<file path="src/rtl/i2c_target_regfile_if.sv">
// i2c_target_regfile_if: open-drain SCL/SDA pad bundle between the target and its bus peer.
interface i2c_target_regfile_if;
   logic scl_i;
   logic scl_o;
   logic scl_en_o;
   logic sda_i;
   logic sda_o;
   logic sda_en_o;
   modport slave (input scl_i, sda_i, output scl_o, scl_en_o, sda_o, sda_en_o);
   modport master (output scl_i, sda_i, input scl_o, scl_en_o, sda_o, sda_en_o);
endinterface

</file>
<file path="src/rtl/i2c_target_regfile.sv">
// i2c_target_regfile: I2C target exposing NumRegs byte registers behind an auto-incrementing pointer.
// Optional macro I2C_TARGET_GLITCH_FILT_EN adds a 3-sample majority filter on the synced lines.
module i2c_target_regfile #(
   parameter logic [6:0] TargetAddr = 7'h42,
   parameter int         NumRegs    = 16,
   parameter logic [7:0] ResetVal   = 8'h00,
   localparam int        PtrW       = $clog2(NumRegs)
) (
   input  logic                 clk_i,
   input  logic                 rst_i,
   i2c_target_regfile_if.slave  bus,
   output logic [NumRegs*8-1:0] regs_o,
   output logic                 wr_pulse_o,
   output logic [PtrW-1:0]      wr_idx_o,
   output logic                 busy_o
);
   typedef enum logic [3:0] {
      S_IDLE, S_ADDR, S_ADDR_ACK, S_PTR, S_PTR_ACK, S_WDATA, S_WACK, S_RDATA, S_RACK, S_IGNORE
   } state_t;
   logic [1:0]               r_scl_sync, r_sda_sync;
   logic                     r_scl_prev, r_sda_prev;
   logic                     w_scl, w_sda;
   state_t                   r_state, w_state_n;
   logic [2:0]               r_bitcnt, w_bitcnt_n;
   logic [7:0]               r_shift, w_shift_n;
   logic [PtrW-1:0]          r_ptr, w_ptr_n, w_ptr_inc;
   logic                     r_sda_en, w_sda_en_n;
   logic                     r_busy, w_busy_n;
   logic                     r_rw, w_rw_n;
   logic                     r_wr_pulse, w_wr_pulse_n;
   logic [PtrW-1:0]          r_wr_idx, w_wr_idx_n;
   logic                     w_we;
   logic [NumRegs-1:0][7:0]  r_regs;
   logic                     w_scl_rise, w_scl_fall, w_start, w_stop, w_last, w_ptr_ok;
   logic [7:0]               w_byte, w_rd_byte;
   // two-flop synchronizers, preset to the idle-high bus level
   always_ff @(posedge clk_i) begin
      if (rst_i) begin
         r_scl_sync <= 2'b11;
         r_sda_sync <= 2'b11;
      end else begin
         r_scl_sync <= {r_scl_sync[0], bus.scl_i};
         r_sda_sync <= {r_sda_sync[0], bus.sda_i};
      end
   end
`ifdef I2C_TARGET_GLITCH_FILT_EN
   logic [2:0] r_scl_filt, r_sda_filt;
   // 3-sample windows; the majority vote drops single-cycle pulses
   always_ff @(posedge clk_i) begin
      if (rst_i) begin
         r_scl_filt <= 3'b111;
         r_sda_filt <= 3'b111;
      end else begin
         r_scl_filt <= {r_scl_filt[1:0], r_scl_sync[1]};
         r_sda_filt <= {r_sda_filt[1:0], r_sda_sync[1]};
      end
   end
   assign w_scl = (r_scl_filt[0] & r_scl_filt[1]) | (r_scl_filt[0] & r_scl_filt[2]) | (r_scl_filt[1] & r_scl_filt[2]);
   assign w_sda = (r_sda_filt[0] & r_sda_filt[1]) | (r_sda_filt[0] & r_sda_filt[2]) | (r_sda_filt[1] & r_sda_filt[2]);
`else
   assign w_scl = r_scl_sync[1];
   assign w_sda = r_sda_sync[1];
`endif
   // previous conditioned levels for edge and bus-condition detection
   always_ff @(posedge clk_i) begin
      if (rst_i) begin
         r_scl_prev <= 1'b1;
         r_sda_prev <= 1'b1;
      end else begin
         r_scl_prev <= w_scl;
         r_sda_prev <= w_sda;
      end
   end
   assign w_scl_rise = w_scl & ~r_scl_prev;
   assign w_scl_fall = ~w_scl & r_scl_prev;
   assign w_start    = w_scl & r_sda_prev & ~w_sda;
   assign w_stop     = w_scl & ~r_sda_prev & w_sda;
   assign w_last     = w_scl_rise & (r_bitcnt == 3'd7);
   assign w_byte     = {r_shift[6:0], w_sda};
   assign w_rd_byte  = r_regs[r_ptr];
   assign w_ptr_ok   = {1'b0, w_byte} < 9'(NumRegs);
   assign w_ptr_inc  = (r_ptr == PtrW'(NumRegs - 1)) ? '0 : r_ptr + 1'b1;
   // next-state logic; the shift register moves one bit per SCL rise in every state,
   // which both receives bytes and advances the transmit bit in RDATA
   always_comb begin
      w_state_n    = r_state;
      w_bitcnt_n   = r_bitcnt;
      w_shift_n    = r_shift;
      w_ptr_n      = r_ptr;
      w_sda_en_n   = r_sda_en;
      w_busy_n     = r_busy;
      w_rw_n       = r_rw;
      w_wr_idx_n   = r_wr_idx;
      w_wr_pulse_n = 1'b0;
      w_we         = 1'b0;
      if (w_scl_rise) begin
         w_shift_n  = w_byte;
         w_bitcnt_n = r_bitcnt + 3'd1;
      end
      if (w_start) begin
         w_state_n  = S_ADDR;
         w_bitcnt_n = 3'd0;
         w_sda_en_n = 1'b0;
         w_busy_n   = 1'b1;
      end else if (w_stop) begin
         w_state_n  = S_IDLE;
         w_sda_en_n = 1'b0;
         w_busy_n   = 1'b0;
      end else begin
         unique case (r_state)
            S_ADDR:
               if (w_last) begin
                  w_rw_n    = w_byte[0];
                  w_state_n = (w_byte[7:1] == TargetAddr) ? S_ADDR_ACK : S_IGNORE;
               end
            S_PTR:
               if (w_last) begin
                  w_ptr_n   = w_ptr_ok ? w_byte[PtrW-1:0] : r_ptr;
                  w_state_n = w_ptr_ok ? S_PTR_ACK : S_IGNORE;
               end
            S_WDATA:
               if (w_last) begin
                  w_we         = 1'b1;
                  w_wr_pulse_n = 1'b1;
                  w_wr_idx_n   = r_ptr;
                  w_ptr_n      = w_ptr_inc;
                  w_state_n    = S_WACK;
               end
            S_RDATA: begin
               if (w_scl_fall) w_sda_en_n = ~r_shift[7];
               if (w_last) begin
                  w_ptr_n   = w_ptr_inc;
                  w_state_n = S_RACK;
               end
            end
            S_RACK: begin
               if (w_scl_fall) w_sda_en_n = 1'b0;
               if (w_scl_rise) begin
                  w_state_n  = w_sda ? S_IGNORE : S_RDATA;
                  w_shift_n  = w_rd_byte;
                  w_bitcnt_n = 3'd0;
               end
            end
            S_ADDR_ACK, S_PTR_ACK, S_WACK:
               if (w_scl_fall) begin
                  w_sda_en_n = ~r_sda_en;
                  if (r_sda_en) begin
                     w_bitcnt_n = 3'd0;
                     w_state_n  = (r_state != S_ADDR_ACK) ? S_WDATA : (r_rw ? S_RDATA : S_PTR);
                     if (r_state == S_ADDR_ACK && r_rw) begin
                        w_shift_n  = w_rd_byte;
                        w_sda_en_n = ~w_rd_byte[7];
                     end
                  end
               end
            default: ;
         endcase
      end
   end
   // state, datapath and register file update
   always_ff @(posedge clk_i) begin
      if (rst_i) begin
         r_state    <= S_IDLE;
         r_bitcnt   <= 3'd0;
         r_shift    <= 8'h00;
         r_ptr      <= '0;
         r_sda_en   <= 1'b0;
         r_busy     <= 1'b0;
         r_rw       <= 1'b0;
         r_wr_pulse <= 1'b0;
         r_wr_idx   <= '0;
         r_regs     <= {NumRegs{ResetVal}};
      end else begin
         r_state    <= w_state_n;
         r_bitcnt   <= w_bitcnt_n;
         r_shift    <= w_shift_n;
         r_ptr      <= w_ptr_n;
         r_sda_en   <= w_sda_en_n;
         r_busy     <= w_busy_n;
         r_rw       <= w_rw_n;
         r_wr_pulse <= w_wr_pulse_n;
         r_wr_idx   <= w_wr_idx_n;
         if (w_we) r_regs[r_ptr] <= w_byte;
      end
   end
   assign bus.scl_o    = 1'b0;
   assign bus.scl_en_o = 1'b0;
   assign bus.sda_o    = 1'b0;
   assign bus.sda_en_o = r_sda_en & ~rst_i;
   assign regs_o       = r_regs;
   assign wr_pulse_o   = r_wr_pulse;
   assign wr_idx_o     = r_wr_idx;
   assign busy_o       = r_busy;
endmodule

</file>
<file path="src/flat_wrapper.sv">
// flat-port wrapper written by rule: the top's interface ports become plain ports
module i2c_target_regfile_flat 
#(
   parameter logic [6:0] TargetAddr = 7'h42,
   parameter int         NumRegs    = 16,
   parameter logic [7:0] ResetVal   = 8'h00,
   localparam int        PtrW       = $clog2(NumRegs)
)
  (clk_i, rst_i, regs_o, wr_pulse_o, wr_idx_o, busy_o, bus_scl_i, bus_sda_i, bus_scl_o, bus_scl_en_o, bus_sda_o, bus_sda_en_o);
  i2c_target_regfile_if bus_i ();
  input  logic clk_i;
  input  logic rst_i;
  output logic [NumRegs*8-1:0] regs_o;
  output logic wr_pulse_o;
  output logic [PtrW-1:0] wr_idx_o;
  output logic busy_o;
  input wire logic [$bits(bus_i.scl_i)-1:0] bus_scl_i;
  input wire logic [$bits(bus_i.sda_i)-1:0] bus_sda_i;
  output wire logic [$bits(bus_i.scl_o)-1:0] bus_scl_o;
  output wire logic [$bits(bus_i.scl_en_o)-1:0] bus_scl_en_o;
  output wire logic [$bits(bus_i.sda_o)-1:0] bus_sda_o;
  output wire logic [$bits(bus_i.sda_en_o)-1:0] bus_sda_en_o;
  assign bus_i.scl_i = bus_scl_i;
  assign bus_i.sda_i = bus_sda_i;
  assign bus_scl_o = bus_i.scl_o;
  assign bus_scl_en_o = bus_i.scl_en_o;
  assign bus_sda_o = bus_i.sda_o;
  assign bus_sda_en_o = bus_i.sda_en_o;
  i2c_target_regfile #(.TargetAddr(TargetAddr), .NumRegs(NumRegs), .ResetVal(ResetVal)) u_core (.clk_i(clk_i), .rst_i(rst_i), .bus(bus_i), .regs_o(regs_o), .wr_pulse_o(wr_pulse_o), .wr_idx_o(wr_idx_o), .busy_o(busy_o));
endmodule
</file>
<file path="config.mk">
export PLATFORM = sky130hd
export DESIGN_NAME = i2c_target_regfile_flat
export DESIGN_NICKNAME = d
export VERILOG_FILES = /design/src/rtl/i2c_target_regfile_if.sv /design/src/rtl/i2c_target_regfile.sv /design/src/flat_wrapper.sv
export SDC_FILE = /design/constraint.sdc
export NUM_CORES = 1
export LEC_CHECK = 0
export ABC_AREA = 1
export CAP_MARGIN = 20
export CORE_MARGIN = 2
export CORE_UTILIZATION = 31
export CTS_BUF_LIST = sky130_fd_sc_hd__clkbuf_4 sky130_fd_sc_hd__clkbuf_8 sky130_fd_sc_hd__clkbuf_16
export DETAILED_ROUTE_END_ITERATION = 10
export GPL_TIMING_DRIVEN = 1
export REMOVE_ABC_BUFFERS = 1
export SYNTH_ARGS = -nofsm -noshare
export SYNTH_HDL_FRONTEND = slang
export SYNTH_SLANG_ARGS = --single-unit
</file>
<file path="constraint.sdc">
create_clock -name clk_i -period 2 [get_ports clk_i]
set_clock_uncertainty 0.1 [all_clocks]
set_input_delay 0.4 -clock clk_i [delete_from_list [all_inputs] [get_ports clk_i]]
set_output_delay 0.4 -clock clk_i [all_outputs]
set_load 0.05 [all_outputs]
</file>
==> results by group <==
Route
  – Final wirelength: 26.18 mm
  – DR iter-0 viols: 710
  – Number of nets still failing antenna checks after routing: 0
  – Via Count: around 7900
  – Avg WL per Cell: 15.88 um
  – First-pass iteration count of the detailed router: 5
  – Vias per inst: between 4 and 5
  – Drc violations: 0

Layout
  – FILL cells: 2749
  – Nets: ~1300
  – Multi-input logic area: approximately 4000 um2
  – Layout area overhead: 27.70%
  – Fin util: 0.4037
  – Ratio of cells with drive above 1 in the final layout: 0.2475
  – Register Area: ~3200 um2
  – Ant diodes: 0
  – Layout Cells excl Fill: 1648

Floorplan
  – Die W: ~170 um
  – Die area: 27890 um2
  – Initial Util: 0.3161
  – Cell Rows: roughly 60
  – Die Height: roughly 170 um
  – I/O pin cnt: 142
  – Core area: 26060 um2

Synth
  – Syn Std Cell Area: 8238 um2
  – Compound-Gate Fraction of Synth Area: 0.2391
  – Seq cells post-synth: 161
  – Simple-Gate Fraction of Synth Area: 0.2249
  – Syn_area_per_cell: just over 7 um2
  – Mux contribution to synthesized area: 0
  – Syn Inst Count: between 1000 and 1500
  – Seq/Total Area, Yosys: 0.3913
  – Top-count cell post-synth: nand2_1
  – EDFF count, synth: 0
  – Main combinational cell family by area after synthesis: compound AO/OA/AOI/OAI gates
  – Post-synth cell types: 43
  – Ys Warns: 0
  – Post-synth top area share: 0.3913
  – Xor-xnor portion of the synthesized cell area: 0.001063
  – Most frequent cells after synthesis: 245 x nand2_1, 161 x dfxtp_1, 146 x o21ai_0
  – Cell accounting for the most synthesized area: dfxtp_1
  – Area contributors post-synth: dfxtp_1 39%, nand2_1 11%, o21ai_0 8.9%
  – Post-synthesis adder-cell area fraction: 0.01063
  – Main synth FF type: dfxtp_1
  – Post-synth ARST share: 0

Power
  – Switch share: 0.2600
  – Final Power: 7.306 mW
  – Clock Power Share: 0.456
  – NetSw: roughly 1.9 mW
  – Pleak: around 4.6 nW
  – Pint: ~5.4 mW
  – Peak VDD IR: about 0.56 mV
  – Sequential Power Share: 0.448
  – Pwr Density: approximately 690 nW/um2
  – Comb pwr share: 0.095

Min path
  – Worst min path class: reg -> reg
  – HP Start: u_core.r_scl_sync[0]
  – Hold path depth: 1
  – Worst Hold Path EP: u_core.r_scl_sync[1]

CTS
  – Clk pin slew, worst setup/hold paths: 0.07 ns
  – H-tree depth: 4
  – Clk Latency, worst-skew pair: roughly 0.43 ns
  – Clk root buf: clkbuf_16
  – Hold_buf cts: 0
  – Cts bufs inserted: 17
  – Clock Sinks: 161
  – Max clock buf depth: 2
  – CTS tree: yes

GRT
  – Grt ovf: 0
  – Total track usage: 0.1834
  – Initial antenna violation count: 0
  – First-pass GRT wire length: roughly 40 mm
  – Largest net degree at the start of global routing: between 50 and 60
  – Number of global-route vias before repair: between 7000 and 8000

Worst setup path
  – Critical Path Sink Type: register
  – FF-to-FF Start: u_core.r_bitcnt[0]
  – Critical path required time: 2.21 ns
  – Worst Path Arrival: roughly 2.1 ns
  – R2R Setup Slk: 0.09 ns
  – Crit start category: register
  – Worst R2R Path Depth: 10
  – CP Class: reg -> reg
  – Crit-path max FO: 16
  – R2r endpoint: u_core.regs_o[116]

STA
  – Max frequency: between 500 and 600 MHz
  – Final setup vio count: 0
  – Minimum clock period after layout: roughly 1.9 ns
  – Slew Limit Headroom: 0.5031
  – RSZ-0062 raised after global routing: yes
  – Hold Fails Final Rpt: 0
  – Fin crit share: 0.9571
  – Slew Limit Fails: 0
  – Worst Tran Pin Value: ~0.75 ns

Place
  – Port buffer count: between 100 and 150
  – Post-detail-place hpwl: around 19 mm
  – Routability-driven placement congestion ratio: between 0.8 and 0.9
  – Dpl cells: between 1500 and 2000

Run
  – Max Cap Violations: 0

Status
  – Outcome: finished, final reports clean
==> flip-flops by register name (all words and copies together) (netlist names) <==
signal,count
u_core.r_sda_en,1
u_core.r_sda_sync,2
u_core.wr_idx_o,4
u_core.r_state,4
u_core.r_ptr,4
u_core.r_rw,1
u_core.busy_o,1
u_core.r_shift,8
u_core.regs_o,128
u_core.wr_pulse_o,1
u_core.r_bitcnt,3
u_core.r_sda_prev,1
u_core.r_scl_sync,2
u_core.r_scl_prev,1
==> logic make-up (layout without fill, tap and decap cells) <==
kind of cell	after synthesis	after routing
adders and majority gates	7	7
DFF	161	161
and+or+nand+nor	394	394
xor gates and xnor gates	1	1
AOI/OAI and AO/OA	352	352
buffers and inverters	237	395
other	1	3
==> metrics by stage <==
stage / hold WS, ns / cell area [um2] / TNS (ns) / setup WS [ns]
6_report: 0.3090 / 10520 / 0 / 0.08586
5_1_grt: 0.3304 / 10520 / -0.09042 / -0.02051
4_1_cts: 0.3099 / 10380 / 0 / 0.007997
3_5_place_dp: 0.2932 / 9783 / -0.03825 / -0.03769
3_3_place_gp: 0.2951 / 9783 / -0.007244 / -0.007244
2_1_floorplan: 0.2895 / 7734 / -207.70 / -1.767
==> per-layer routing <==
layer | part of all wire | track usage
met1 | 0.46 | 0.2526
met2 | 0.46 | 0.2907
met3 | 0.060 | 0.03850
met4 | 0.016 | 0.04985
met5 | 0 | 0
==> placed cells by master, fill, tap and decap left out, drive strengths merged <==
| cell | netlist | routed |
|---|---|---|
| nand2 | 263 | 263 |
| buf | 45 | 205 |
| dfxtp | 161 | 161 |
| o21ai | 158 | 158 |
| inv | 153 | 155 |
| a21oi | 140 | 140 |
| nor2 | 59 | 59 |
| nand3 | 52 | 52 |
| o211ai | 37 | 37 |
| clkbuf | 38 | 22 |
| or2 | 11 | 11 |
| a211oi | 11 | 11 |
| ha | 7 | 7 |
| clkinvlp | 0 | 5 |
| nor3 | 4 | 4 |
| nand4 | 3 | 3 |
| a31oi | 3 | 3 |
| conb | 1 | 3 |
| clkdlybuf4s50 | 0 | 3 |
| clkinv | 1 | 3 |
| o22ai | 2 | 2 |
| nor4 | 2 | 2 |
| bufinv | 0 | 2 |
| xor2 | 1 | 1 |
| o311ai | 1 | 1 |
==> power by group through the flow <==
stage	Sequential (mW)	Clock, mW	Combinational, mW
3_5_place_dp	3.34	0	0.650
2_1_floorplan	3.35	0	0.426
5_1_grt	3.28	3.53	0.766
4_1_cts	3.27	3.39	0.653
3_3_place_gp	3.34	0	0.649
6_report	3.28	3.34	0.695
==> cell type report <==
cell class              count  area share
well taps                 335     0.03984
clock buffers              21     0.04448
multi-input cells         757      0.3815
inverters                 154     0.05578
clock inverters            11     0.01237
repair buffers            209      0.1590
flip-flops and latches    161      0.3070
==> worst max-delay path: stages (launching register included) <==
cell,delay (ns)
dfxtp_2,0.34
ha_2,0.19
ha_4,0.17
nand2_8,0.07
nor2_8,0.14
nand2_8,0.10
nor2_4,0.13
buf_4,0.20
nand2_8,0.12
o21ai_0,0.16
a21oi_1,0.06
==> worst max-delay path by stage <==
stage / from / endpoint / slack (ns) / cells after the start
after global routing: u_core.r_state[0] / u_core.r_shift[6] / -0.02 / 12
final: u_core.r_bitcnt[0] / u_core.regs_o[116] / 0.09 / 10
after detailed placement: u_core.r_bitcnt[0] / u_core.regs_o[86] / -0.04 / 9
after floorplan: u_core.r_ptr[0] / u_core.regs_o[64] / -1.77 / 7
after global placement: rst_i / u_core.r_shift[5] / -0.007 / 4
after CTS: u_core.r_bitcnt[0] / u_core.regs_o[103] / 0.008 / 10
==> timing repair <==
action                     CTS  global route
setup endpoints to repair    7           139
gates resized for setup      1            52
setup buffers                0             5
pin swaps                    0             2
Power figures use the tool's default switching activity.
